==> src/rtl/nibbler_display_scan.sv <==
// rtl/nibbler_display_scan.sv - 4-digit multiplexed seven-segment scanner for the Nibbler CPU outputs
// Snapshots ports/accumulator/flags once per frame; all outputs are registered from next-state values.
module nibbler_display_scan #(
  parameter int SCAN_DIV     = 50000,
  parameter int BLANK_CYCLES = 8,
  parameter bit COMMON_ANODE = 1'b1
) (
  input  logic       clk,
  input  logic       reset,
  input  logic       enable,
  input  logic [3:0] out_0,
  input  logic [3:0] out_1,
  input  logic [3:0] out_2,
  input  logic [3:0] a_val,
  input  logic       carry,
  input  logic       zero,
  output logic [6:0] seg,
  output logic       dp,
  output logic [3:0] an,
  output logic       led_carry,
  output logic       led_zero,
  output logic       frame_tick
);

  localparam int CW = (SCAN_DIV > 2) ? $clog2(SCAN_DIV) : 1;
  localparam bit NO_BLANK = (BLANK_CYCLES == 0);
  localparam logic [CW-1:0] SHOW_LAST  = CW'(SCAN_DIV - 1);
  localparam logic [CW-1:0] BLANK_LAST = NO_BLANK ? '0 : CW'(BLANK_CYCLES - 1);
  localparam logic INV = COMMON_ANODE;

  typedef enum logic [1:0] {IDLE, BLANK, SHOW} state_t;

  typedef struct packed {
    logic [3:0] d0;
    logic [3:0] d1;
    logic [3:0] d2;
    logic [3:0] d3;
    logic       c;
    logic       z;
  } snap_t;

  state_t        state, state_d;
  logic [1:0]    slot, slot_d;
  logic [CW-1:0] cnt, cnt_d;
  snap_t         snap, snap_d, live;

  logic [3:0] an_d;
  logic [6:0] seg_d;
  logic       dp_d;
  logic       tick_d;
  logic [3:0] nib;
  logic       lit;

  function automatic logic [6:0] hex7(input logic [3:0] v);
    case (v)
      4'h0: hex7 = 7'b0111111;
      4'h1: hex7 = 7'b0000110;
      4'h2: hex7 = 7'b1011011;
      4'h3: hex7 = 7'b1001111;
      4'h4: hex7 = 7'b1100110;
      4'h5: hex7 = 7'b1101101;
      4'h6: hex7 = 7'b1111101;
      4'h7: hex7 = 7'b0000111;
      4'h8: hex7 = 7'b1111111;
      4'h9: hex7 = 7'b1101111;
      4'hA: hex7 = 7'b1110111;
      4'hB: hex7 = 7'b1111100;
      4'hC: hex7 = 7'b0111001;
      4'hD: hex7 = 7'b1011110;
      4'hE: hex7 = 7'b1111001;
      default: hex7 = 7'b1110001;
    endcase
  endfunction

  assign live = '{d0: out_0, d1: out_1, d2: out_2, d3: a_val, c: carry, z: zero};

  always_comb begin
    state_d = state;
    slot_d  = slot;
    cnt_d   = cnt;
    snap_d  = snap;
    if (!enable) begin
      state_d = IDLE;
      slot_d  = 2'd0;
      cnt_d   = '0;
    end else begin
      case (state)
        IDLE: begin
          snap_d  = live;
          slot_d  = 2'd0;
          cnt_d   = '0;
          state_d = NO_BLANK ? SHOW : BLANK;
        end
        BLANK: begin
          cnt_d = cnt + CW'(1);
          if (cnt == BLANK_LAST) state_d = SHOW;
        end
        SHOW: begin
          if (cnt == SHOW_LAST) begin
            cnt_d   = '0;
            slot_d  = slot + 2'd1;
            state_d = NO_BLANK ? SHOW : BLANK;
            // Frame boundary: every digit of the next frame uses this capture.
            if (slot == 2'd3) snap_d = live;
          end else begin
            cnt_d = cnt + CW'(1);
          end
        end
        default: state_d = IDLE;
      endcase
    end
  end

  always_comb begin
    case (slot_d)
      2'd0:    nib = snap_d.d0;
      2'd1:    nib = snap_d.d1;
      2'd2:    nib = snap_d.d2;
      default: nib = snap_d.d3;
    endcase
    lit    = (state_d == SHOW);
    an_d   = lit ? (4'b0001 << slot_d) : 4'b0000;
    seg_d  = lit ? hex7(nib) : 7'b0000000;
    dp_d   = lit && (((slot_d == 2'd3) && snap_d.c) || ((slot_d == 2'd0) && snap_d.z));
    tick_d = lit && (slot_d == 2'd3) && (cnt_d == SHOW_LAST);
  end

  always_ff @(posedge clk or posedge reset) begin
    if (reset) begin
      state      <= IDLE;
      slot       <= 2'd0;
      cnt        <= '0;
      snap       <= '0;
      an         <= {4{INV}};
      seg        <= {7{INV}};
      dp         <= INV;
      frame_tick <= 1'b0;
      led_carry  <= 1'b0;
      led_zero   <= 1'b0;
    end else begin
      state      <= state_d;
      slot       <= slot_d;
      cnt        <= cnt_d;
      snap       <= snap_d;
      an         <= an_d ^ {4{INV}};
      seg        <= seg_d ^ {7{INV}};
      dp         <= dp_d ^ INV;
      frame_tick <= tick_d;
      led_carry  <= carry;
      led_zero   <= zero;
    end
  end

endmodule

==> config.mk <==
export PLATFORM = sky130hd
export DESIGN_NAME = nibbler_display_scan
export DESIGN_NICKNAME = d
export VERILOG_FILES = /design/src/rtl/nibbler_display_scan.sv
export SDC_FILE = /design/constraint.sdc
export NUM_CORES = 1
export LEC_CHECK = 0
export ABC_AREA = 1
export BUFFER_PORTS_ARGS = -buffer_cell sky130_fd_sc_hd__buf_2
export CELL_PAD_IN_SITES_DETAIL_PLACEMENT = 1
export CELL_PAD_IN_SITES_GLOBAL_PLACEMENT = 2
export CORE_ASPECT_RATIO = 1.4
export CORE_MARGIN = 2
export CORE_UTILIZATION = 31
export CTS_CLUSTER_DIAMETER = 100
export DETAILED_ROUTE_END_ITERATION = 10
export GPL_TIMING_DRIVEN = 0
export PLACE_DENSITY_LB_ADDON = 0.2
export REMOVE_ABC_BUFFERS = 1
export SETUP_SLACK_MARGIN = 0.3
export SLEW_MARGIN = 20
export SYNTH_ARGS = -nofsm -noshare
export SYNTH_HDL_FRONTEND = slang
export SYNTH_SLANG_ARGS = --single-unit
export TNS_END_PERCENT = 5
==> constraint.sdc <==
create_clock -name clk -period 2.5 [get_ports clk]
set_input_delay 0.125 -clock clk [delete_from_list [all_inputs] [get_ports clk]]
set_output_delay 0.125 -clock clk [all_outputs]
set_load 0.1 [all_outputs]
==> flow_metrics.tcl <==
set metrics [dict create \
    layout_common_cells "nand2_1 (78), inv_1 (40), dfrtp_1 (37)" \
    maxSlewHeadroom 0.659 \
    cp.required_ns 2.74 \
    crit_type "reg2reg" \
    antenna_left 0 \
    synth-main-ff-cell "dfrtp_1" \
    finalClockSkew_ns 0.00840 \
    final_common_cell "nand2_1" \
    routabilityCongestion 0.774 \
    fmax_mhz 416 \
    vias_per_cell 4.79 \
    timing.final.crit_period_ns 2.40 \
    rows 42 \
    synth_top_area_share 0.346 \
    p_total_w 0.00197 \
    dieArea_sq_um 10400 \
    p_per_area_nw_per_um2 504 \
    worst_slew_pin_slew_ns 0.510 \
    routed_wl_mm 8.51 \
    drt_iter0_markers 60 \
    grt_pass1_wl_mm 14.3 \
    grt_pass1_vias 2860 \
    synth-edff-count 0 \
    cts-root-buf "clkbuf_16" \
    async_flop_share 1.00 \
    synthCells 366 \
    clock_path_buffers 2 \
    drv_cap 0 \
    seq_area_frac_synth 0.452 \
    grt_util_all_layers 0.179 \
    yosysTopAreaCell "dfrtp_1" \
    slew_viol_final 0 \
    core-area_sq_um 9410 \
    ioPinCount 36 \
    initial_core_util 0.315 \
    multi_input_area_sq_um 1630 \
    post-place-ws_ns -0.494 \
    yosysWarnings 0 \
    synthToLayoutAreaGrowth_pct 32.2 \
    htreeDepth 2 \
    tritoncts "done" \
    synth_area_leaders "dfrtp_1 (35%), nand2_1 (12%), dfstp_2 (11%), inv_1 (5.8%), nand3_1 (5.4%)" \
    end_kind "flip-flop" \
    start_kind "flip-flop" \
    final_cells 548 \
    worstPathArrival_ns 2.64 \
    antenna_found_initial 0 \
    grt_max_degree 36 \
    finalSetupViolations 0 \
    fin_crit_sh 0.961 \
    first_pass_iters 4 \
    nFillCells 1161 \
    drcViolationCount 0 \
    synth_seq_cells 53 \
    clk_pin_slew_ns 0.08 \
    die_h_microns 120 \
    status "complete, no violations" \
    rsz0062_at_grt "yes" \
    final_layout_size_suffix_gt1_frac 0.379 \
    dp_hpwl_mm 6.02 \
    antennaDiodeCount 0 \
    port_buffers 35 \
    yosysUniqueCellTypes 40 \
    vdd_ir_drop_max_v 0.000333 \
    leakagePower_nw 1.86 \
    synthesis.area_sq_um 2970 \
    layout.nets 467 \
    syn_avg_cell_area_sq_um 8.10 \
    whs_ns 0.0412 \
    register_area_sq_um 1350 \
    vias 2627 \
    dp.cells 507 \
    setup_ws_ns 0.0983 \
    wl_per_cell_microns 15.5 \
    clk_latency_ns 0.30 \
    grt-ovfl-total 0 \
    crit_path_max_fanout 5 \
    cts.sinks 53 \
    numCtsBuffers 5 \
    hold_viol_final 0 \
    dieWidth_microns 86.7 \
    hold_class "in2reg" \
]
registers in the layout, indices dropped and copies added, names as in the netlist:
signal,flops
led_zero,1
cnt,16
dp,1
snap,18
seg,7
led_carry,1
an,4
state,2
frame_tick,1
slot,2
synthesized netlist by cell type (4+ instances only):
cell	instances
nor2_1	36
nor3_1	13
dfstp_2	12
dfrtp_1	41
inv_1	46
nand2_2	9
nand2_4	4
inv_2	5
a21oi_1	7
nand4_1	6
ha_1	9
nand3_1	32
nor2_2	5
o21ai_0	8
nand2_1	91
per-layer routing:
metal | global-route usage | share of wire | up-vias
met5 | 0 | 0 | -
met4 | 0.0557 | 0.018 | 0
met3 | 0.0261 | 0.017 | 12
met2 | 0.349 | 0.58 | 26
met1 | 0.192 | 0.39 | 1276
li1 | - | - | 1313
power breakdown:
| part | leakage (nW) | internal, W | total [W] | switching [W] |
|---|---|---|---|---|
| clock | 0.0768 | 0.000400 | 0.000737 | 0.000337 |
| sequential | 0.644 | 0.000899 | 0.000912 | 0.0000139 |
| combinational | 1.14 | 0.000125 | 0.000325 | 0.000200 |
| total | 1.86 | 0.00142 | 0.00197 | 0.000552 |
metrics by stage:
step / area (sq um) / setup TNS, ns / utilization
after global placement: 3240 / -2.84 / 0.344
after floorplan: 2930 / 0 / -
after global routing: 3920 / -0.572 / 0.417
after detailed placement: 3260 / -2.85 / 0.347
final: 3920 / 0 / 0.417
after CTS: 3790 / 0 / 0.403
cell type report:
cell class | count | area share
clock buffers | 6 | 0.0354
multi-input cells | 257 | 0.415
inverters | 53 | 0.0552
flip-flops and latches | 53 | 0.344
repair buffers | 67 | 0.112
well taps | 110 | 0.0351
clock inverters | 2 | 0.00351
critical path: stages (launching register included):
cell     delay [ns]
dfrtp_1        0.40
ha_4           0.18
nand2_4        0.06
inv_4          0.07
nand2_4        0.05
nor2_4         0.15
nand2_4        0.10
nand2_8        0.12
nand2_8        0.09
buf_6          0.13
nand2_4        0.04
o21ai_2        0.05
inv_2          0.07
nand2_2        0.06
nand4_1        0.21
ha_2           0.26
nand3_2        0.08
nand2_1        0.08
nand2_1        0.05
nand3_1        0.07
logic make-up (layout without fill, tap and decap cells):
| logic type | count (synthesis) | after routing | share of synthesized area |
|---|---|---|---|
| simple gates | 212 | 214 | 0.351 |
| buf+inv | 58 | 128 | 0.0814 |
| flops | 53 | 53 | 0.452 |
| compound gates | 27 | 27 | 0.0553 |
| fa+ha+maj | 9 | 9 | 0.0380 |
| xor+xnor | 4 | 4 | 0.0118 |
| mux | 3 | 3 | 0.0101 |
path summary, 6_finish.rpt:
path / startpoint / to / slack, ns / cells past startpoint
setup / recovery: cnt[0] / seg[0] / 0.1 / 19
hold / removal: a_val[3] / snap[5] / 0.04 / 3
setup reg to reg: cnt[0] / seg[0] / 0.1 / 19
hold reg to reg: snap[11] / snap[11] / 0.48 / 2
max in group asynchronous: reset / an[3] / 1.65 / 4
min in group asynchronous: reset / snap[13] / 0.31 / 3
repair_timing:
item,CTS,global route
hold endpoints to repair,17,0
setup buffers,23,5
hold buffers,3,0
pin swaps,14,14
setup endpoints to repair,11,12
resized for setup,37,27
gates cloned,2,0
(Power assumes the default switching activity.)
